**config.mk**
```make
export PLATFORM = sky130hd
export DESIGN_NAME = data_mem_arbiter_flat
export DESIGN_NICKNAME = d
export VERILOG_FILES = /design/src/rtl/data_mem_arbiter_pkg.sv /design/src/rtl/data_mem_arbiter_if.sv /design/src/rtl/data_mem_arbiter_rr_arbiter2.sv /design/src/rtl/data_mem_arbiter.sv /design/src/flat_wrapper.sv
export SDC_FILE = /design/constraint.sdc
export NUM_CORES = 1
export LEC_CHECK = 0
export ABC_CLOCK_PERIOD_IN_PS = 5240
export CAP_MARGIN = 20
export CORE_ASPECT_RATIO = 1.4
export CORE_MARGIN = 1.5
export CORE_UTILIZATION = 45
export DETAILED_ROUTE_END_ITERATION = 8
export DONT_BUFFER_PORTS = 1
export PLACE_DENSITY = 0.67
export REMOVE_ABC_BUFFERS = 1
export SLEW_MARGIN = 20
export SYNTH_ARGS = -nofsm -noshare
export SYNTH_HDL_FRONTEND = slang
export SYNTH_SLANG_ARGS = --single-unit
```
**constraint.sdc**
```tcl
create_clock -name clk -period 5.24 [get_ports clk]
set_clock_uncertainty 0.05 [all_clocks]
set_input_delay 0.524 -clock clk [delete_from_list [all_inputs] [get_ports clk]]
set_output_delay 0.524 -clock clk [all_outputs]
set_load 0.05 [all_outputs]
```
**src/rtl/data_mem_arbiter_pkg.sv**
```systemverilog
// data_mem_arbiter shared definitions.
// State encoding and requester port indices.
package data_mem_arbiter_pkg;

  typedef enum logic [1:0] {
    IDLE   = 2'd0,
    ACCESS = 2'd1,
    DONE   = 2'd2
  } state_e;

  localparam logic PORT_FETCH = 1'b0;
  localparam logic PORT_LS    = 1'b1;

endpackage

```
**src/rtl/data_mem_arbiter_if.sv**
```systemverilog
// Requester and memory bus bundle for data_mem_arbiter.
// slave = arbiter side, master = requesters plus memory.
interface data_mem_arbiter_if #(
  parameter int DATA_WIDTH = 32,
  parameter int ADDR_WIDTH = 32
);
  logic                  req0;
  logic                  we0;
  logic [ADDR_WIDTH-1:0] addr0;
  logic [DATA_WIDTH-1:0] wdata0;
  logic                  ack0;
  logic [DATA_WIDTH-1:0] rdata0;
  logic                  err0;

  logic                  req1;
  logic                  we1;
  logic [ADDR_WIDTH-1:0] addr1;
  logic [DATA_WIDTH-1:0] wdata1;
  logic                  ack1;
  logic [DATA_WIDTH-1:0] rdata1;
  logic                  err1;

  logic [ADDR_WIDTH-1:0] mem_address;
  logic                  mem_write_enable;
  logic [DATA_WIDTH-1:0] mem_data_in;
  logic [DATA_WIDTH-1:0] mem_data_out;
  logic                  busy;

  modport slave (
    input  req0, we0, addr0, wdata0,
    input  req1, we1, addr1, wdata1,
    input  mem_data_out,
    output ack0, rdata0, err0,
    output ack1, rdata1, err1,
    output mem_address, mem_write_enable,
    output mem_data_in, busy
  );

  modport master (
    output req0, we0, addr0, wdata0,
    output req1, we1, addr1, wdata1,
    output mem_data_out,
    input  ack0, rdata0, err0,
    input  ack1, rdata1, err1,
    input  mem_address, mem_write_enable,
    input  mem_data_in, busy
  );
endinterface

```
**src/rtl/data_mem_arbiter_rr_arbiter2.sv**
```systemverilog
// Two-way round-robin pick, one-hot grant.
// On contention the port that did not win last time wins.
module rr_arbiter2
  import data_mem_arbiter_pkg::*;
(
  input  logic       req0_i,
  input  logic       req1_i,
  input  logic       last_grant_i,
  output logic [1:0] gnt_o
);

  // Combinational grant selection
  always_comb begin
    gnt_o = 2'b00;
    if (req0_i && req1_i)
      gnt_o = (last_grant_i == PORT_LS) ? 2'b01 : 2'b10;
    else
      gnt_o = {req1_i, req0_i};
  end

endmodule

```
**src/rtl/data_mem_arbiter.sv**
```systemverilog
// Fetch / load-store arbiter for the shared data memory.
// IDLE -> ACCESS (one memory cycle) -> DONE (ack) -> IDLE.
module data_mem_arbiter
  import data_mem_arbiter_pkg::*;
#(
  parameter int DATA_WIDTH    = 32,
  parameter int ADDR_WIDTH    = 32,
  parameter int MEM_ADDR_BITS = 14
) (
  input logic               clk,
  input logic               reset,
  data_mem_arbiter_if.slave bus
);

  state_e                state_q;
  logic                  last_grant_q;
  logic                  win_q;
  logic                  we_q;
  logic                  err_q;
  logic [ADDR_WIDTH-1:0] mem_address_q;
  logic [DATA_WIDTH-1:0] mem_data_in_q;
  logic                  mem_we_q;
  logic                  busy_q;
  logic                  ack0_q, ack1_q;
  logic                  err0_q, err1_q;
  logic [DATA_WIDTH-1:0] rdata0_q, rdata1_q;

  logic [1:0]            gnt;
  logic                  win_d;
  logic                  we_d;
  logic [ADDR_WIDTH-1:0] addr_d;
  logic [DATA_WIDTH-1:0] wdata_d;
  logic                  err_d;
  logic [DATA_WIDTH-1:0] cap_d;

  rr_arbiter2 u_arb (
    .req0_i       (bus.req0),
    .req1_i       (bus.req1),
    .last_grant_i (last_grant_q),
    .gnt_o        (gnt)
  );

  // Select the winner's fields and check its address
  always_comb begin
    win_d   = gnt[1] ? PORT_LS : PORT_FETCH;
    we_d    = win_d ? bus.we1 : bus.we0;
    addr_d  = win_d ? bus.addr1 : bus.addr0;
    wdata_d = win_d ? bus.wdata1 : bus.wdata0;
    err_d   = (addr_d[1:0] != 2'b00) ||
              (|(addr_d >> MEM_ADDR_BITS));
    cap_d   = (!we_q && err_q) ? '0 : bus.mem_data_out;
  end

  // Sequencer FSM with registered outputs
  always_ff @(posedge clk or posedge reset) begin
    if (reset) begin
      state_q       <= IDLE;
      last_grant_q  <= PORT_LS;
      win_q         <= PORT_FETCH;
      we_q          <= 1'b0;
      err_q         <= 1'b0;
      mem_address_q <= '0;
      mem_data_in_q <= '0;
      mem_we_q      <= 1'b0;
      busy_q        <= 1'b0;
      ack0_q        <= 1'b0;
      ack1_q        <= 1'b0;
      err0_q        <= 1'b0;
      err1_q        <= 1'b0;
      rdata0_q      <= '0;
      rdata1_q      <= '0;
    end else begin
      unique case (state_q)
        IDLE: begin
          if (|gnt) begin
            state_q       <= ACCESS;
            last_grant_q  <= win_d;
            win_q         <= win_d;
            we_q          <= we_d;
            err_q         <= err_d;
            mem_address_q <= addr_d;
            mem_data_in_q <= wdata_d;
            mem_we_q      <= we_d && !err_d;
            busy_q        <= 1'b1;
          end
        end
        ACCESS: begin
          state_q  <= DONE;
          mem_we_q <= 1'b0;
          if (win_q == PORT_LS) begin
            rdata1_q <= cap_d;
            ack1_q   <= 1'b1;
            err1_q   <= err_q;
          end else begin
            rdata0_q <= cap_d;
            ack0_q   <= 1'b1;
            err0_q   <= err_q;
          end
        end
        DONE: begin
          state_q <= IDLE;
          busy_q  <= 1'b0;
          ack0_q  <= 1'b0;
          ack1_q  <= 1'b0;
          err0_q  <= 1'b0;
          err1_q  <= 1'b0;
        end
        default: begin
          state_q  <= IDLE;
          busy_q   <= 1'b0;
          mem_we_q <= 1'b0;
        end
      endcase
    end
  end

  assign bus.ack0             = ack0_q;
  assign bus.err0             = err0_q;
  assign bus.rdata0           = rdata0_q;
  assign bus.ack1             = ack1_q;
  assign bus.err1             = err1_q;
  assign bus.rdata1           = rdata1_q;
  assign bus.mem_address      = mem_address_q;
  assign bus.mem_write_enable = mem_we_q;
  assign bus.mem_data_in      = mem_data_in_q;
  assign bus.busy             = busy_q;

endmodule

```
**src/flat_wrapper.sv**
```systemverilog
// flat-port wrapper written by rule: the top's interface ports become plain ports
module data_mem_arbiter_flat import data_mem_arbiter_pkg::*;
#(
  parameter int DATA_WIDTH    = 32,
  parameter int ADDR_WIDTH    = 32,
  parameter int MEM_ADDR_BITS = 14
)
  (clk, reset, bus_req0, bus_we0, bus_addr0, bus_wdata0, bus_req1, bus_we1, bus_addr1, bus_wdata1, bus_mem_data_out, bus_ack0, bus_rdata0, bus_err0, bus_ack1, bus_rdata1, bus_err1, bus_mem_address, bus_mem_write_enable, bus_mem_data_in, bus_busy);
  data_mem_arbiter_if #(.DATA_WIDTH(DATA_WIDTH), .ADDR_WIDTH(ADDR_WIDTH)) bus_i ();
  input logic clk;
  input logic reset;
  input wire logic [$bits(bus_i.req0)-1:0] bus_req0;
  input wire logic [$bits(bus_i.we0)-1:0] bus_we0;
  input wire logic [$bits(bus_i.addr0)-1:0] bus_addr0;
  input wire logic [$bits(bus_i.wdata0)-1:0] bus_wdata0;
  input wire logic [$bits(bus_i.req1)-1:0] bus_req1;
  input wire logic [$bits(bus_i.we1)-1:0] bus_we1;
  input wire logic [$bits(bus_i.addr1)-1:0] bus_addr1;
  input wire logic [$bits(bus_i.wdata1)-1:0] bus_wdata1;
  input wire logic [$bits(bus_i.mem_data_out)-1:0] bus_mem_data_out;
  output wire logic [$bits(bus_i.ack0)-1:0] bus_ack0;
  output wire logic [$bits(bus_i.rdata0)-1:0] bus_rdata0;
  output wire logic [$bits(bus_i.err0)-1:0] bus_err0;
  output wire logic [$bits(bus_i.ack1)-1:0] bus_ack1;
  output wire logic [$bits(bus_i.rdata1)-1:0] bus_rdata1;
  output wire logic [$bits(bus_i.err1)-1:0] bus_err1;
  output wire logic [$bits(bus_i.mem_address)-1:0] bus_mem_address;
  output wire logic [$bits(bus_i.mem_write_enable)-1:0] bus_mem_write_enable;
  output wire logic [$bits(bus_i.mem_data_in)-1:0] bus_mem_data_in;
  output wire logic [$bits(bus_i.busy)-1:0] bus_busy;
  assign bus_i.req0 = bus_req0;
  assign bus_i.we0 = bus_we0;
  assign bus_i.addr0 = bus_addr0;
  assign bus_i.wdata0 = bus_wdata0;
  assign bus_i.req1 = bus_req1;
  assign bus_i.we1 = bus_we1;
  assign bus_i.addr1 = bus_addr1;
  assign bus_i.wdata1 = bus_wdata1;
  assign bus_i.mem_data_out = bus_mem_data_out;
  assign bus_ack0 = bus_i.ack0;
  assign bus_rdata0 = bus_i.rdata0;
  assign bus_err0 = bus_i.err0;
  assign bus_ack1 = bus_i.ack1;
  assign bus_rdata1 = bus_i.rdata1;
  assign bus_err1 = bus_i.err1;
  assign bus_mem_address = bus_i.mem_address;
  assign bus_mem_write_enable = bus_i.mem_write_enable;
  assign bus_mem_data_in = bus_i.mem_data_in;
  assign bus_busy = bus_i.busy;
  data_mem_arbiter #(.DATA_WIDTH(DATA_WIDTH), .ADDR_WIDTH(ADDR_WIDTH), .MEM_ADDR_BITS(MEM_ADDR_BITS)) u_core (.clk(clk), .reset(reset), .bus(bus_i));
endmodule
```
### Word level (Yosys, flattened, before mapping)

Cells that the tools add are included.

* output and inout port bits: 134
* bits in registers: 140
* word-level logic and storage cells: 62

* equal/unequal tests: 5
* reductions and logical operators: 18
* bitwise gates (word level): 3
* multiplexer cells: 21

Operators by type and width (count)
* 2-to-1 mux 32 bit: 3
* OR reduction 18 bit: 1
* AND reduction 2 bit: 7
* one-hot mux 1 bit (2 select lines): 6
* 2-to-1 mux 1 bit: 8
* 2-to-1 mux 2 bit: 3
* != test 2 x 1 -> 1 bit (second input constant): 2
* one-hot mux 2 bit (2 select lines): 1
* nonzero test 2 bit: 2
* logical AND 1 bit: 3
* inverter 1 bit: 3
* == test 2 x 1 -> 1 bit (second input constant): 1
* == test 2 bit (second input constant): 1
* zero test 1 bit: 2
* zero test 2 bit: 1
* != test 2 bit (second input constant): 1
* OR reduction 2 bit: 1
* logical OR 1 bit: 1

### Longest topological paths before layout

* depth in word-level cells: 10
* mapped depth: 8
* mapped depth without buffers: 5

### Cells and area by module

A second synthesis with hierarchy kept.

* cell total of the unflattened synthesis: 588
* area, all modules: 5913.2 um^2

By module, submodules not included
* data_mem_arbiter: area each 5894.4 um^2, cells each 585, seq. area each 3504.6 um^2, times used 1
* rr_arbiter2: area each 18.8 um^2, cells each 3, seq. area each 0.0 um^2, times used 1

### Least setup slack after synthesis

OpenSTA, ideal clock, no wires.

* path type: input-to-reg
* start: in bus_addr1[19]
* end: reg u_core.err_q
* setup time: 128 ps
* slack: 3684 ps
* cell stages on the path: 3
* required time: 5062 ps
* arrival time: 1378 ps
* path buffers: 0
* path through: or4_1 -> nor4_1 -> nor3_1

* longest elaborated chain between the ends: 3

RTL lines
* from (decl): RTL line flat_wrapper.sv:18 `input wire logic [$bits(bus_i.addr1)-1:0] bus_addr1;`
* 2-to-1 mux 32 bit: RTL line data_mem_arbiter.sv:47 `addr_d = win_d ? bus.addr1 : bus.addr0;`
* OR reduction 18 bit: RTL line data_mem_arbiter.sv:50 `(|(addr_d >> MEM_ADDR_BITS));`
* logical OR 1 bit: RTL line data_mem_arbiter.sv:49 `err_d = (addr_d[1:0] != 2'b00) ||`
* to (signal assigned): RTL line data_mem_arbiter.sv:80 `err_q <= err_d;`
* to (decl): RTL line data_mem_arbiter.sv:19 `logic err_q;`

Every way passes these cells.
A chain may end at the register's enable or synchronous reset.

### Worst setup path after layout

* start: reg u_core.last_grant_q
* end: reg u_core.mem_address_q[0], in the netlist u_core.bus.mem_address[0]

* longest elaborated chain between the ends: 4
* elaborated cells on any way between the ends: 6
* those cells by class: mux (4); reduce/logical (2)

RTL lines
* from (decl): RTL line data_mem_arbiter.sv:16 `logic last_grant_q;`
* from (signal assigned): RTL line data_mem_arbiter.sv:77 `last_grant_q <= win_d;`
* 2-to-1 mux 2 bit *: RTL line data_mem_arbiter_rr_arbiter2.sv:16 `gnt_o = (last_grant_i == PORT_LS) ? 2'b01 : 2'b10;`
* 2-to-1 mux 2 bit *: RTL line data_mem_arbiter_rr_arbiter2.sv:15 `if (req0_i && req1_i)`
* 2-to-1 mux 1 bit or OR reduction 2 bit (tied branches): RTL line data_mem_arbiter.sv:45, data_mem_arbiter.sv:75
* 2-to-1 mux 32 bit or AND reduction 2 bit (tied branches)
* to (signal assigned): RTL line data_mem_arbiter.sv:81 `mem_address_q <= addr_d;`
* to (decl): RTL line data_mem_arbiter.sv:20 `logic [ADDR_WIDTH-1:0] mem_address_q;`

Mark *: on every way between the ends. The rest lies on a longest branch, timed or not.

==> flow_summary_export.csv <==
group,metric,value,unit
flow_run,drv_cap,0,
clocking,cts_sinks,140,
yosys,synthTopCellsByArea,"dfrtp_1 (58%), mux2i_1 (11%), nand2_1 (10%), o21ai_0 (7.7%), o21ai_1 (3.3%)",
routing,drt_iter0_drc,119,
routing,finalWirelength,15.1,mm
yosys,ys_seq_area_share,58.1,%
layout,drive_gt1_share,7.43,%
timing,period_minus_slack,2.27,ns
floorplanning,core-area,12900,µm²
yosys,netlist_instances,594,
routing,wl_per_cell,19.6,µm
yosys,synthFlopType,"dfrtp_1",
worst_setup_path,rr_worst_depth,5,
yosys,yosys_warnings,0,
layout,num-fill-cells,1194,
yosys,synth_edf_count,0,
clocking,tritoncts,"built",
timing,fmax,0.441,GHz
floorplanning,dieArea,14100,µm²
yosys,synthArstFlopShare,100,%
worst_setup_path,endpoint_kind,"register",
timing,relSlewSlack,33.8,%
layout,fin_nets,745,
worst_hold_path,hold_class,"in2async",
routing,drt-pass1-iter-count,4,
layout,area_growth,9.61,%
worst_setup_path,crit_type,"reg2reg",
routing,num_vias,4182,
global_route,grt_max_degree,91,
placement,place_congestion,0.969,
clocking,clk_latency,0.40,ns
yosys,netlist.area_leader.share,57.7,%
clocking,ctsResizeCount,0,
yosys,synth_seq_cells,140,
worst_setup_path,arrival,2.47,ns
clocking,clockBufferDepth,2,
global_route,antenna_found_initial,1,
yosys,yosysTopAreaCell,"dfrtp_1",
placement,dp_hpwl,11.3,mm
worst_setup_path,crit_fanout,51,
routing,drc,0,
global_route,first_global_vias,4307,
layout,utilization,51.1,%
timing,setup_tns,0,ns
clocking,numCtsBuffers,17,
floorplanning,start_util,46.6,%
timing,post-route-period-util,43.3,%
global_route,gr-total-overflow,0,
worst_setup_path,crit_path_start_kind,"register",
power_and_ir_drop,p_leak,2.99,nW
yosys,syn_area_per_cell,10.1,µm²
timing,hold_viol,0,
placement,portBuffers,0,
timing,tightest_slew,0.989,ns
clocking,holdBufCountCts,0,
routing,viasPerCell,5.42,
power_and_ir_drop,power_density,847,nW/µm²
outcome,status,"finished, final reports clean",
routing,ant_nets,0,
timing,rsz0062_at_grt,"false",
clocking,cts_max_level,4,
clocking,root_buffer,"clkbuf_16",
timing,drv_slew,0,
floorplanning,ios,300,
floorplanning,die_y,140,µm
yosys,syn-cell-area,6030,µm²
clocking,clk_pin_slew,0.07,ns
worst_setup_path,worstPathRequired,5.44,ns
clocking,cts_setup_buffers,0,
timing,setup_viol,0,
floorplanning,rows,49,
yosys,synth_cell_types,33,
global_route,grt_pass1_wl,22.9,mm
floorplanning,die_x,101,µm
power_and_ir_drop,peakVddDrop,0.341,mV
global_route,grtUsageTotal,21.5,%
[cells in the mapped netlist, types with 4 or more instances]
cell and count:
clkbuf_1 12, a21oi_1 4, o21ai_1 40, nor2_1 4, mux2i_1 65, inv_1 6
buf_6 8, o21ai_0 93, nand2_1 168, nor4_1 12, buf_2 15, dfrtp_1 139
[routing by layer]
metal	vias up	track usage, %	part of all wire, %
li1	1984	-	-
met1	1926	23.9	36
met2	254	35.3	49
met3	18	10.6	13
met4	0	7.78	2.1
met5	-	0	0
[stage by stage]
step	area, µm²	hold WS (ns)	std cells	total power (W)	setup slack, ns
2_1_floorplan	5740	0.391	554	0.00414	0.915
4_1_cts	6610	0.0787	770	0.00564	2.98
3_5_place_dp	6030	0.428	738	0.00449	2.71
6_report	6610	0.0533	771	0.00560	2.97
5_1_grt	6610	0.0996	770	0.00590	2.79
3_3_place_gp	6030	0.407	738	0.00441	2.84
[critical path, cell delays in order (launching register included)]
cell and delay [ns]:
dfstp_2 0.39, a21boi_4 0.14, buf_4 0.30, buf_4 0.70, mux2i_1 0.38, o21ai_0 0.12
[worst paths after layout]
check / start / end / slack, ns
min reg2reg: u_core.we_q / u_core.we_q / 0.44
max in group asynchronous: reset / u_core.bus.rdata0[9] / 3.86
max reg2reg: u_core.last_grant_q / u_core.bus.mem_address[0] / 2.97
min: reset / u_core.bus.rdata1[20] / 0.05
max: u_core.last_grant_q / u_core.bus.mem_address[0] / 2.97
min in group clk: bus_req0 / u_core.last_grant_q / 0.14
[logic make-up after synthesis]
| group | Yosys count | share of synthesized area, % |
|---|---|---|
| compound gates | 143 | 12.2 |
| buf+inv | 46 | 5.11 |
| flops | 140 | 58.1 |
| mux | 65 | 10.8 |
| simple gates | 200 | 13.8 |
[cell type report]
type | instances | area [µm²] | share of cell area (%)
sequential | 140 | 3500 | 53.0
inverter | 6 | 27.5 | 0.417
tap | 178 | 223 | 3.37
clock buffer | 19 | 443 | 6.70
antenna | 1 | 2.50 | 0.0379
clock inverter | 13 | 129 | 1.95
timing repair buffer | 6 | 45.0 | 0.682
multi-input combinational | 408 | 2230 | 33.8
[report_power, final]
| group | internal [W] | switching (W) |
|---|---|---|
| clock network | 0.000677 | 0.000477 |
| registers | 0.00152 | 0.00194 |
| logic | 0.000338 | 0.000643 |
[cell usage in the layout, fill, tap and decap left out, types with 2 or more instances in the layout]
| cell | instances |
|---|---|
| nand2_1 | 168 |
| or4_1 | 2 |
| a21oi_1 | 4 |
| o21ai_1 | 40 |
| inv_6 | 8 |
| clkinvlp_4 | 2 |
| buf_4 | 6 |
| inv_1 | 5 |
| nor2_1 | 4 |
| nor4_1 | 12 |
| mux2i_1 | 65 |
| dfrtp_1 | 139 |
| o21ai_0 | 93 |
| nand3_1 | 2 |
| clkinv_4 | 2 |
| nand2b_1 | 2 |
| clkbuf_16 | 17 |
[registers in the layout, indices dropped and copies added (netlist names)]
name,flops
u_core.bus.mem_data_in,32
u_core.bus.mem_address,32
u_core.we_q,1
u_core.bus.err0,1
u_core.bus.rdata1,32
u_core.state_q,2
u_core.last_grant_q,1
u_core.err_q,1
u_core.bus.busy,1
u_core.bus.mem_write_enable,1
u_core.bus.ack1,1
u_core.bus.ack0,1
u_core.bus.rdata0,32
u_core.win_q,1
u_core.bus.err1,1
Power figures use the tool's default switching activity.
